===== config.mk =====
export PLATFORM = sky130hd
export DESIGN_NAME = dm_port_arbiter
export DESIGN_NICKNAME = d
export VERILOG_FILES = /design/src/rtl/dm_port_arbiter.sv
export SDC_FILE = /design/constraint.sdc
export NUM_CORES = 1
export LEC_CHECK = 0
export CAP_MARGIN = 25
export CORE_MARGIN = 2
export CORE_UTILIZATION = 52
export CTS_BUF_LIST = sky130_fd_sc_hd__clkbuf_8
export DETAILED_ROUTE_END_ITERATION = 7
export PLACE_DENSITY = 0.85
export SYNTH_ARGS = -nofsm -noshare
export SYNTH_HDL_FRONTEND = slang
export SYNTH_SLANG_ARGS = --single-unit

===== constraint.sdc =====
create_clock -name clk -period 4.5 [get_ports clk]
set_input_delay 0.675 -clock clk [delete_from_list [all_inputs] [get_ports clk]]
set_output_delay 0.675 -clock clk [all_outputs]
set_load 0.005 [all_outputs]

===== src/rtl/dm_port_arbiter.sv =====
// -----------------------------------------------------------------------------
// dm_port_arbiter
//
// Shares the byte-wide data memory between the CPU load/store path and the
// debug/loader port. One 32-bit word access at a time, sequenced as four
// single-byte memory beats, most significant byte first (big-endian words).
//
// Ports
//   clk, reset                       clock (rising edge), async active-low reset
//   cpu_req/we/addr/wdata            CPU request (level), write flag, byte addr, word
//   cpu_rdata, cpu_ack               CPU read word (held), one-cycle completion
//   dbg_req/we/addr/wdata            debug request, same meaning as cpu_*
//   dbg_rdata, dbg_ack               debug read word (held), one-cycle completion
//   mem_en, mem_we, mem_addr,
//   mem_wdata, mem_rdata             byte memory port, read data one cycle late
//   busy                             transaction in progress (state != IDLE)
//   grant_id                         0 = CPU, 1 = debug owns the transaction
//   err                              pulses with ack on a rejected access
// -----------------------------------------------------------------------------
module dm_port_arbiter #(
    parameter int Mbit    = 32,
    parameter int AW      = 10,
    parameter int MAXWAIT = 4
) (
    input  logic            clk,
    input  logic            reset,

    input  logic            cpu_req,
    input  logic            cpu_we,
    input  logic [Mbit-1:0] cpu_addr,
    input  logic [Mbit-1:0] cpu_wdata,
    output logic [Mbit-1:0] cpu_rdata,
    output logic            cpu_ack,

    input  logic            dbg_req,
    input  logic            dbg_we,
    input  logic [Mbit-1:0] dbg_addr,
    input  logic [Mbit-1:0] dbg_wdata,
    output logic [Mbit-1:0] dbg_rdata,
    output logic            dbg_ack,

    output logic            mem_en,
    output logic            mem_we,
    output logic [AW-1:0]   mem_addr,
    output logic [7:0]      mem_wdata,
    input  logic [7:0]      mem_rdata,

    output logic            busy,
    output logic            grant_id,
    output logic            err
);

    localparam int WCW = $clog2(MAXWAIT + 1);

    typedef enum logic [1:0] {
        IDLE = 2'd0,
        XFER = 2'd1,
        LAST = 2'd2,
        ACK  = 2'd3
    } state_t;

    state_t            state_q;
    logic              owner_q;       // 0 = CPU, 1 = debug
    logic              we_q;
    logic [Mbit-1:0]   addr_q;
    logic [Mbit-1:0]   wdata_q;
    logic [1:0]        beat_q;
    logic              rej_q;
    logic [23:0]       asm_q;         // bytes 0..2 of a read, MSB first
    logic [WCW-1:0]    wait_cnt_q;

    logic [Mbit-1:0]   cpu_rdata_q, dbg_rdata_q;
    logic              cpu_ack_q, dbg_ack_q, err_q, busy_q, grant_id_q;
    logic              mem_en_q, mem_we_q;
    logic [AW-1:0]     mem_addr_q;
    logic [7:0]        mem_wdata_q;

    // Arbitration and access check on the live request inputs (used in IDLE only)
    logic              gnt_any_d;
    logic              gnt_dbg_d;
    logic              req_we_d;
    logic [Mbit-1:0]   req_addr_d;
    logic [Mbit-1:0]   req_wdata_d;
    logic              rej_d;
    logic [1:0]        beat_d;

    // Byte lane of a word for a given beat; beat 0 is the most significant byte.
    function automatic logic [7:0] byte_sel(input logic [Mbit-1:0] w, input logic [1:0] b);
        logic [7:0] r;
        case (b)
            2'd0:    r = w[Mbit-1  -: 8];
            2'd1:    r = w[Mbit-9  -: 8];
            2'd2:    r = w[Mbit-17 -: 8];
            default: r = w[Mbit-25 -: 8];
        endcase
        return r;
    endfunction

    // NOTE: every signal gets a value on every path through always_comb, otherwise
    // synthesis infers a latch to hold the old value.
    always_comb begin
        gnt_any_d   = cpu_req | dbg_req;
        // Debug wins when alone, or when the CPU has starved it MAXWAIT times.
        gnt_dbg_d   = dbg_req & (~cpu_req | (wait_cnt_q == WCW'(MAXWAIT)));
        req_we_d    = gnt_dbg_d ? dbg_we    : cpu_we;
        req_addr_d  = gnt_dbg_d ? dbg_addr  : cpu_addr;
        req_wdata_d = gnt_dbg_d ? dbg_wdata : cpu_wdata;
        rej_d       = (req_addr_d[1:0] != 2'b00) || (req_addr_d[Mbit-1:AW] != '0);
        beat_d      = beat_q + 2'd1;
    end

    // NOTE: state registers use non-blocking assignments so every register in this
    // block samples the pre-edge values, independent of statement order.
    always_ff @(posedge clk or negedge reset) begin
        if (!reset) begin
            state_q     <= IDLE;
            owner_q     <= 1'b0;
            we_q        <= 1'b0;
            addr_q      <= '0;
            wdata_q     <= '0;
            beat_q      <= 2'd0;
            rej_q       <= 1'b0;
            asm_q       <= '0;
            wait_cnt_q  <= '0;
            cpu_rdata_q <= '0;
            dbg_rdata_q <= '0;
            cpu_ack_q   <= 1'b0;
            dbg_ack_q   <= 1'b0;
            err_q       <= 1'b0;
            busy_q      <= 1'b0;
            grant_id_q  <= 1'b0;
            mem_en_q    <= 1'b0;
            mem_we_q    <= 1'b0;
            mem_addr_q  <= '0;
            mem_wdata_q <= '0;
        end else begin
            // Pulses and the memory strobe are one cycle wide unless re-armed below.
            cpu_ack_q   <= 1'b0;
            dbg_ack_q   <= 1'b0;
            err_q       <= 1'b0;
            mem_en_q    <= 1'b0;
            mem_we_q    <= 1'b0;
            mem_addr_q  <= '0;
            mem_wdata_q <= '0;

            case (state_q)
                IDLE: begin
                    if (gnt_any_d) begin
                        state_q    <= XFER;
                        busy_q     <= 1'b1;
                        owner_q    <= gnt_dbg_d;
                        grant_id_q <= gnt_dbg_d;
                        we_q       <= req_we_d;
                        addr_q     <= req_addr_d;
                        wdata_q    <= req_wdata_d;
                        beat_q     <= 2'd0;
                        rej_q      <= rej_d;

                        if (gnt_dbg_d)
                            wait_cnt_q <= '0;
                        else if (dbg_req && (wait_cnt_q != WCW'(MAXWAIT)))
                            wait_cnt_q <= wait_cnt_q + WCW'(1);

                        if (rej_d) begin
                            // Rejected read returns zero; rejected write touches nothing.
                            if (!req_we_d) begin
                                if (gnt_dbg_d) dbg_rdata_q <= '0;
                                else           cpu_rdata_q <= '0;
                            end
                        end else begin
                            // Launch beat 0 so the strobe lines up with the first XFER cycle.
                            mem_en_q    <= 1'b1;
                            mem_we_q    <= req_we_d;
                            mem_addr_q  <= {req_addr_d[AW-1:2], 2'b00};
                            mem_wdata_q <= byte_sel(req_wdata_d, 2'd0);
                        end
                    end
                end

                XFER: begin
                    if (rej_q) begin
                        // Rejected access spends this one cycle with the strobe held off.
                        state_q <= ACK;
                        err_q   <= 1'b1;
                        if (owner_q) dbg_ack_q <= 1'b1;
                        else         cpu_ack_q <= 1'b1;
                    end else begin
                        // Read byte for beat n-1 arrives while beat n is on the bus.
                        if (!we_q && (beat_q != 2'd0))
                            asm_q <= {asm_q[15:0], mem_rdata};
                        beat_q <= beat_d;
                        if (beat_q == 2'd3) begin
                            state_q <= LAST;
                        end else begin
                            mem_en_q    <= 1'b1;
                            mem_we_q    <= we_q;
                            mem_addr_q  <= {addr_q[AW-1:2], beat_d};
                            mem_wdata_q <= byte_sel(wdata_q, beat_d);
                        end
                    end
                end

                LAST: begin
                    state_q <= ACK;
                    if (owner_q) dbg_ack_q <= 1'b1;
                    else         cpu_ack_q <= 1'b1;
                    if (!we_q) begin
                        if (owner_q) dbg_rdata_q <= {asm_q, mem_rdata};
                        else         cpu_rdata_q <= {asm_q, mem_rdata};
                    end
                end

                default: begin // ACK
                    state_q <= IDLE;
                    busy_q  <= 1'b0;
                end
            endcase
        end
    end

    assign cpu_rdata = cpu_rdata_q;
    assign cpu_ack   = cpu_ack_q;
    assign dbg_rdata = dbg_rdata_q;
    assign dbg_ack   = dbg_ack_q;
    assign mem_en    = mem_en_q;
    assign mem_we    = mem_we_q;
    assign mem_addr  = mem_addr_q;
    assign mem_wdata = mem_wdata_q;
    assign busy      = busy_q;
    assign grant_id  = grant_id_q;
    assign err       = err_q;

endmodule


==> impl_metrics.py, run 1 <==
metrics = {
    "status": {
        "status": "finished clean",
    },
    "hold_path": {
        "hold_depth": 2,
        "worstHoldPathType": "flip-flop to flip-flop",
        "whs_endpoint": "mem_addr[6]$_DFF_PN0_",
        "hold_start": "addr_q[6]$_DFFE_PN0P_",
    },
    "sta": {
        "fin_crit_sh": 0.6991,
        "hold_viol": 0,
        "fmax_mhz": 317.9,
        "finalSetupViolations": 0,
        "fin_crit_ns": 3.146,
        "fin_setup_tns_ns": 0,
        "slew_viol_final": 0,
        "rsz0062_at_grt": "false",
        "fin_ws_ns": 1.354,
        "maxSlewHeadroom": 0.4293,
        "tightestPinTransition_ns": 0.8529,
        "finClkSkew_ns": 0.01638,
    },
    "layout": {
        "fin_util": 0.7356,
        "layout-drive-gt1-share": 0.1222,
        "antenna_cells": 0,
        "syn2layout_area_growth_pct": 38.86,
        "final_nets": 1041,
    },
    "setup_path": {
        "timing.rr.start": "state_q[0]$_DFFE_PN0P_",
        "crit_slowest_cell": "or3b_2",
        "crit_family": "simple AND/OR/NAND/NOR gates",
        "cp_slowest_stage_delay_ns": 0.73,
        "critPathMaxFanout": 33,
        "path_buf_inv": 2,
        "crit_required_ns": 4.80,
        "crit_chain": "inv_1 -> ha_1 -> or3b_2 -> a21boi_4 -> buf_4 -> o22ai_1",
        "crit_type": "flip-flop to flip-flop",
        "worstSetupStartpointType": "flip-flop",
        "cp.arrival_ns": 3.45,
        "reg2regPathDepth": 6,
        "reg2reg_to": "dbg_rdata[31]$_DFFE_PN0P_",
        "cp-end-kind": "flip-flop",
        "rrSetupSlack_ns": 1.35,
    },
    "floorplanning": {
        "die_x_um": 122.7,
        "die_area_sq_um": 15050,
        "start_util": 0.5297,
        "ios": 231,
        "fp.coreArea_sq_um": 13830,
        "core.rowCount": 43,
        "die_y_um": 122.7,
    },
    "detailed_routing": {
        "drc_errors": 0,
        "first_iter_violations": 443,
        "drt-pass1-iter-count": 5,
        "vias": 6189,
        "routed_via_density": 5.731,
        "wire_per_inst_um": 18.16,
        "final_antenna_net_count": 0,
        "wl_um": 19620,
    },
    "cts": {
        "clock_latency_ns": 0.45,
        "clkSinkCount": 162,
        "clock-root-buffer": "clkbuf_8",
        "cts_tree": "built",
        "numCtsBuffers": 17,
        "clkSlewWorstSetupHoldPaths_ns": 0.09,
        "htreeDepth": 4,
        "clockBufferDepth": 2,
    },
    "logic_synthesis": {
        "synth_top_area_share": 0.5535,
        "synth_most_common_cell": "dfrtp_1",
        "yosys-top-cells-count": "dfrtp_1, nand2_1, o21ai_0, o22ai_1, mux2i_1",
        "synth_cell_types": 44,
        "ys.flop_type": "dfrtp_1",
        "synth_warnings": 0,
        "yosysTopAreaCell": "dfrtp_1",
        "syn_area_per_cell_sq_um": 10.80,
        "synth_area_sq_um": 7325,
        "netlist_instances": 678,
        "async_flop_share": 1.000,
        "synth_edf_count": 0,
        "synth.area.top_cells": "dfrtp_1, nand2_1, mux2i_1",
        "seq_area_frac_synth": 0.5535,
        "synth.net_count": 832,
        "yosys_register_bits": 162,
    },
    "pwr": {
        "cellPowerDensity_nw_per_um2": 584.7,
        "p_leak_nw": 4.524,
        "switching_share": 0.3602,
        "ir_drop_v": 0.0002303,
        "p_int_w": 0.003805,
        "pwr-share-comb": 0.405,
        "power_switching_w": 0.002142,
        "total_power_w": 0.005947,
        "seq_power_share": 0.409,
        "power_frac_clock": 0.186,
    },
    "global_route": {
        "grt_max_degree": 110,
        "grt_pass1_vias": 6258,
        "grt_pass1_wl_um": 31400,
        "grt_usage": 0.2710,
        "grt_overflow": 0,
        "antenna_found_initial": 0,
    },
    "placed_design": {
        "gp_congestion": 0.8761,
        "io_buffers": 230,
        "hpwl_um": 13910,
        "post-place-ws_ns": 1.322,
    },
    "run": {
        "cap_violations": 0,
    },
}
tightest hold or removal path: stages (launching register included):
cell and delay (ns):
dfrtp_1 0.35, nand2_1 0.05, o21ai_0 0.06
flip-flops by register name (all words and copies together), names as in the netlist:
name and flops:
mem_wdata 8, wait_cnt_q 3, addr_q 8, dbg_rdata 32
busy 1, state_q 2, err 1, mem_we 1
we_q 1, cpu_ack 1, mem_en 1, dbg_ack 1
mem_addr 10, wdata_q 32, rej_q 1, cpu_rdata 32
asm_q 24, beat_q 2, grant_id 1
cell type report:
class                           instances  area [sq um]
Tap cell                              180         225.2
Multi-Input combinational cell        456          3003
Clock buffer                           17         234.0
Inverter                                8         30.03
Sequential cell                       162          4054
Timing Repair Buffer                  242          2444
Clock inverter                         15         181.4
Fill cell                             924          3656
repair_timing:
item	CTS	global route
hold buffers	0	1
gates resized for setup	0	0
hold endpoints to repair	0	9
setup buffers	0	0
through the flow:
step           instance area [sq um]  cells  hold WS [ns]
2_1_floorplan                   7325    678        0.3794
3_3_place_gp                    9676   1044        0.4605
3_5_place_dp                    9691   1045        0.4731
4_1_cts                        10110   1077        0.3670
5_1_grt                        10170   1080        0.5061
6_report                       10170   1080        0.4884
cell families (layout without fill, tap and decap cells):
logic type                 count (synthesis)  count (layout)  synth area share
DFF                                      162             162            0.5535
muxes                                     66              66           0.09446
AOI/OAI and AO/OA                        166             166            0.1674
adders and majority gates                 12              12           0.02050
buffers and inverters                     60             282           0.04031
and+or+nand+nor                          212             212            0.1238
worst max path at each step:
| stage | from | endpoint | slack [ns] | depth (start not counted) |
|---|---|---|---|---|
| after global placement | cpu_req | dbg_rdata[31]$_DFFE_PN0P_ | 1.40 | 7 |
| after detailed placement | cpu_req | dbg_rdata[31]$_DFFE_PN0P_ | 1.32 | 7 |
| after floorplan | cpu_addr[22] | dbg_rdata[10]$_DFFE_PN0P_ | 2.47 | 7 |
| after global routing | state_q[0]$_DFFE_PN0P_ | dbg_rdata[31]$_DFFE_PN0P_ | 1.20 | 6 |
| after CTS | state_q[0]$_DFFE_PN0P_ | dbg_rdata[31]$_DFFE_PN0P_ | 1.39 | 6 |
| final | state_q[0]$_DFFE_PN0P_ | dbg_rdata[31]$_DFFE_PN0P_ | 1.35 | 6 |
layout by cell type (no fill, tap or decap), types with 12 or more instances in the layout:
master           count
clkdlybuf4s50_1    229
dfrtp_1            162
nand2_1            157
o21ai_0             57
o22ai_1             44
mux2i_1             41
o22ai_2             30
mux2_2              25
clkbuf_8            17
nor2_1              14
a21oi_1             13
nor4_1              12
ha_1                12
per-layer routing:
| metal | share of wire | global-route usage |
|---|---|---|
| met1 | 0.39 | 0.3377 |
| met2 | 0.53 | 0.4741 |
| met3 | 0.069 | 0.05855 |
| met4 | 0.013 | 0.07902 |
| met5 | 0 | 0 |
power groups by stage:
| stage | clock network [W] | logic, W | registers (W) |
|---|---|---|---|
| 6_report | 0.00110 | 0.00241 | 0.00243 |
| 5_1_grt | 0.00119 | 0.00265 | 0.00250 |
| 4_1_cts | 0.00112 | 0.00240 | 0.00242 |
| 3_5_place_dp | 0 | 0.00238 | 0.00245 |
| 3_3_place_gp | 0 | 0.00227 | 0.00241 |
| 2_1_floorplan | 0 | 0.00138 | 0.00235 |
Power figures use the tool's default switching activity.
==> run 2, diff against run 1 <==
--- a/config.mk
+++ b/config.mk
@@ -7,10 +7,10 @@
 export LEC_CHECK = 0
 export CAP_MARGIN = 25
 export CORE_MARGIN = 2
-export CORE_UTILIZATION = 52
+export CORE_UTILIZATION = 44
 export CTS_BUF_LIST = sky130_fd_sc_hd__clkbuf_8
 export DETAILED_ROUTE_END_ITERATION = 7
-export PLACE_DENSITY = 0.85
+export PLACE_DENSITY = 0.76
 export SYNTH_ARGS = -nofsm -noshare
 export SYNTH_HDL_FRONTEND = slang
 export SYNTH_SLANG_ARGS = --single-unit
==> constraint.sdc (replaced) <==
create_clock -name clk -period 2.7 [get_ports clk]
set_input_delay 0.405 -clock clk [delete_from_list [all_inputs] [get_ports clk]]
set_output_delay 0.405 -clock clk [all_outputs]
set_load 0.005 [all_outputs]
==> impl_metrics.py, run 2 (same netlist as run 1, synthesis figures left out) <==
metrics = {
    "status": {
        "status": "finished clean",
    },
    "setup_path": {
        "worstSetupStartpointType": "flip-flop",
        "crit_type": "flip-flop to flip-flop",
        "path_buf_inv": 2,
        "crit_slowest_cell": "dfrtp_1",
        "cp_slowest_stage_delay_ns": 0.42,
        "crit_required_ns": 3.03,
        "cp.arrival_ns": 2.50,
        "critPathMaxFanout": 32,
        "cp-end-kind": "flip-flop",
        "crit_family": "simple AND/OR/NAND/NOR gates",
        "crit_chain": "inv_1 -> ha_1 -> a21boi_4 -> or3_1 -> a21oi_1 -> and2_1 -> buf_4 -> o22ai_1",
    },
    "cts": {
        "postCtsHoldBufs": 1,
        "clockBufferDepth": 2,
        "clkSlewWorstSetupHoldPaths_ns": 0.08,
        "cts_setup_buffers": 0,
        "clkSinkCount": 162,
        "cts_tree": "built",
        "numCtsBuffers": 17,
        "cts_resized": 0,
        "htreeDepth": 4,
        "clock-root-buffer": "clkbuf_8",
        "clock_latency_ns": 0.46,
    },
    "floorplanning": {
        "die_x_um": 133.0,
        "start_util": 0.4464,
        "core.rowCount": 47,
        "die_y_um": 133.0,
        "die_area_sq_um": 17690,
        "ios": 231,
        "fp.coreArea_sq_um": 16410,
    },
    "detailed_routing": {
        "vias": 5957,
        "wl_met2_um": 9418,
        "final_antenna_net_count": 0,
        "drt-pass1-iter-count": 8,
        "m1WireLength_um": 7992,
        "drc_errors": 0,
        "top_layer": "met4",
        "dr_wl_met3_um": 1196,
        "wire_per_inst_um": 16.78,
        "routed_via_density": 5.276,
        "wl_um": 18950,
        "first_iter_violations": 481,
    },
    "global_route": {
        "grt_overflow": 0,
        "antenna_found_initial": 0,
        "grt_max_degree": 86,
        "grt_pass1_wl_um": 31430,
        "grt_pass1_vias": 6107,
        "grt_usage": 0.2264,
    },
    "layout": {
        "syn2layout_area_growth_pct": 41.34,
        "layout_common_cells": "clkdlybuf4s50_1, dfrtp_1, nand2_1",
        "antenna_cells": 0,
        "layout-drive-gt1-share": 0.1309,
        "final_nets": 1050,
        "layout_commonest_cell": "clkdlybuf4s50_1",
    },
    "sta": {
        "fin_setup_tns_ns": 0,
        "tightestPinTransition_ns": 0.6555,
        "hold_ws_ns": 0.4782,
        "slew_viol_final": 0,
        "finClkSkew_ns": 0.01310,
        "fin_ws_ns": 0.5289,
        "maxSlewHeadroom": 0.5630,
        "finalSetupViolations": 0,
        "hold_viol": 0,
        "rsz0062_at_grt": "false",
        "fin_crit_ns": 2.171,
        "fin_crit_sh": 0.8041,
        "fmax_mhz": 460.6,
    },
    "hold_path": {
        "worstHoldPathType": "flip-flop to flip-flop",
    },
    "placed_design": {
        "io_buffers": 230,
        "hpwl_um": 13620,
        "gp_congestion": 0.8027,
        "post-place-ws_ns": 0.2331,
    },
    "pwr": {
        "p_leak_nw": 4.575,
        "cellPowerDensity_nw_per_um2": 962.2,
        "ir_drop_v": 0.0004145,
    },
    "run": {
        "cap_violations": 0,
    },
}
## run 2: cell types whose count changed in the layout (fill, tap and decap cells not counted)
cell	change
buf_4	+4
clkbuf_8	+1
clkinv_4	-1
clkinvlp_4	+4
buf_8	-1
inv_6	-1
clkinv_2	-3
buf_12	+8
buf_16	-2
## run 2: power by group
part           internal [W]  switching (W)  leakage [nW]
clock              0.000950       0.000947         0.200
combinational       0.00211        0.00192          2.26
sequential          0.00338       0.000654          2.11
## run 2: per-layer routing
| metal | GRT usage | vias to the layer above |
|---|---|---|
| met4 | 0.07826 | 0 |
| li1 | - | 2839 |
| met5 | 0 | - |
| met2 | 0.3748 | 230 |
| met3 | 0.05747 | 28 |
| met1 | 0.2907 | 2860 |
## run 2: worst reg2reg max path, cell delays in order, from the launching register on
cell	delay, ns
dfrtp_1	0.42
inv_1	0.07
ha_1	0.25
a21boi_4	0.10
or3_1	0.33
a21oi_1	0.23
and2_1	0.15
buf_4	0.33
o22ai_1	0.16
## run 2: layout make-up
type | instances | area, sq um
clock inverters | 14 | 178.9
clock buffers | 18 | 247.7
multi-input cells | 456 | 3003
repair buffers | 251 | 2564
well taps | 220 | 275.3
inverters | 8 | 30.03
fillers | 1326 | 6055
flip-flops and latches | 162 | 4054
## run 2: metrics by stage
stage / instance area [sq um] / std cells / util / total power [W]
after floorplan: 7325 / 678 / - / 0.006204
after global placement: 9916 / 1096 / 0.6044 / 0.007995
after detailed placement: 9916 / 1096 / 0.6044 / 0.008123
after CTS: 10350 / 1129 / 0.6310 / 0.01004
after global routing: 10350 / 1129 / 0.6310 / 0.01063
final: 10350 / 1129 / 0.6310 / 0.009962
## run 2: worst paths after layout
kind / startpoint / end / slack [ns] / depth (start not counted)
worst max-delay path: wait_cnt_q[0]$_DFFE_PN0P_ / cpu_rdata[31]$_DFFE_PN0P_ / 0.53 / 8
worst min-delay path: addr_q[4]$_DFFE_PN0P_ / mem_addr[4]$_DFF_PN0_ / 0.48 / 2
worst max register to register: wait_cnt_q[0]$_DFFE_PN0P_ / cpu_rdata[31]$_DFFE_PN0P_ / 0.53 / 8
worst min register to register: addr_q[4]$_DFFE_PN0P_ / mem_addr[4]$_DFF_PN0_ / 0.48 / 2
max in group asynchronous: reset / mem_we$_DFF_PN0_ / 1.46 / 3
min in group asynchronous: reset / dbg_rdata[3]$_DFFE_PN0P_ / 0.51 / 2
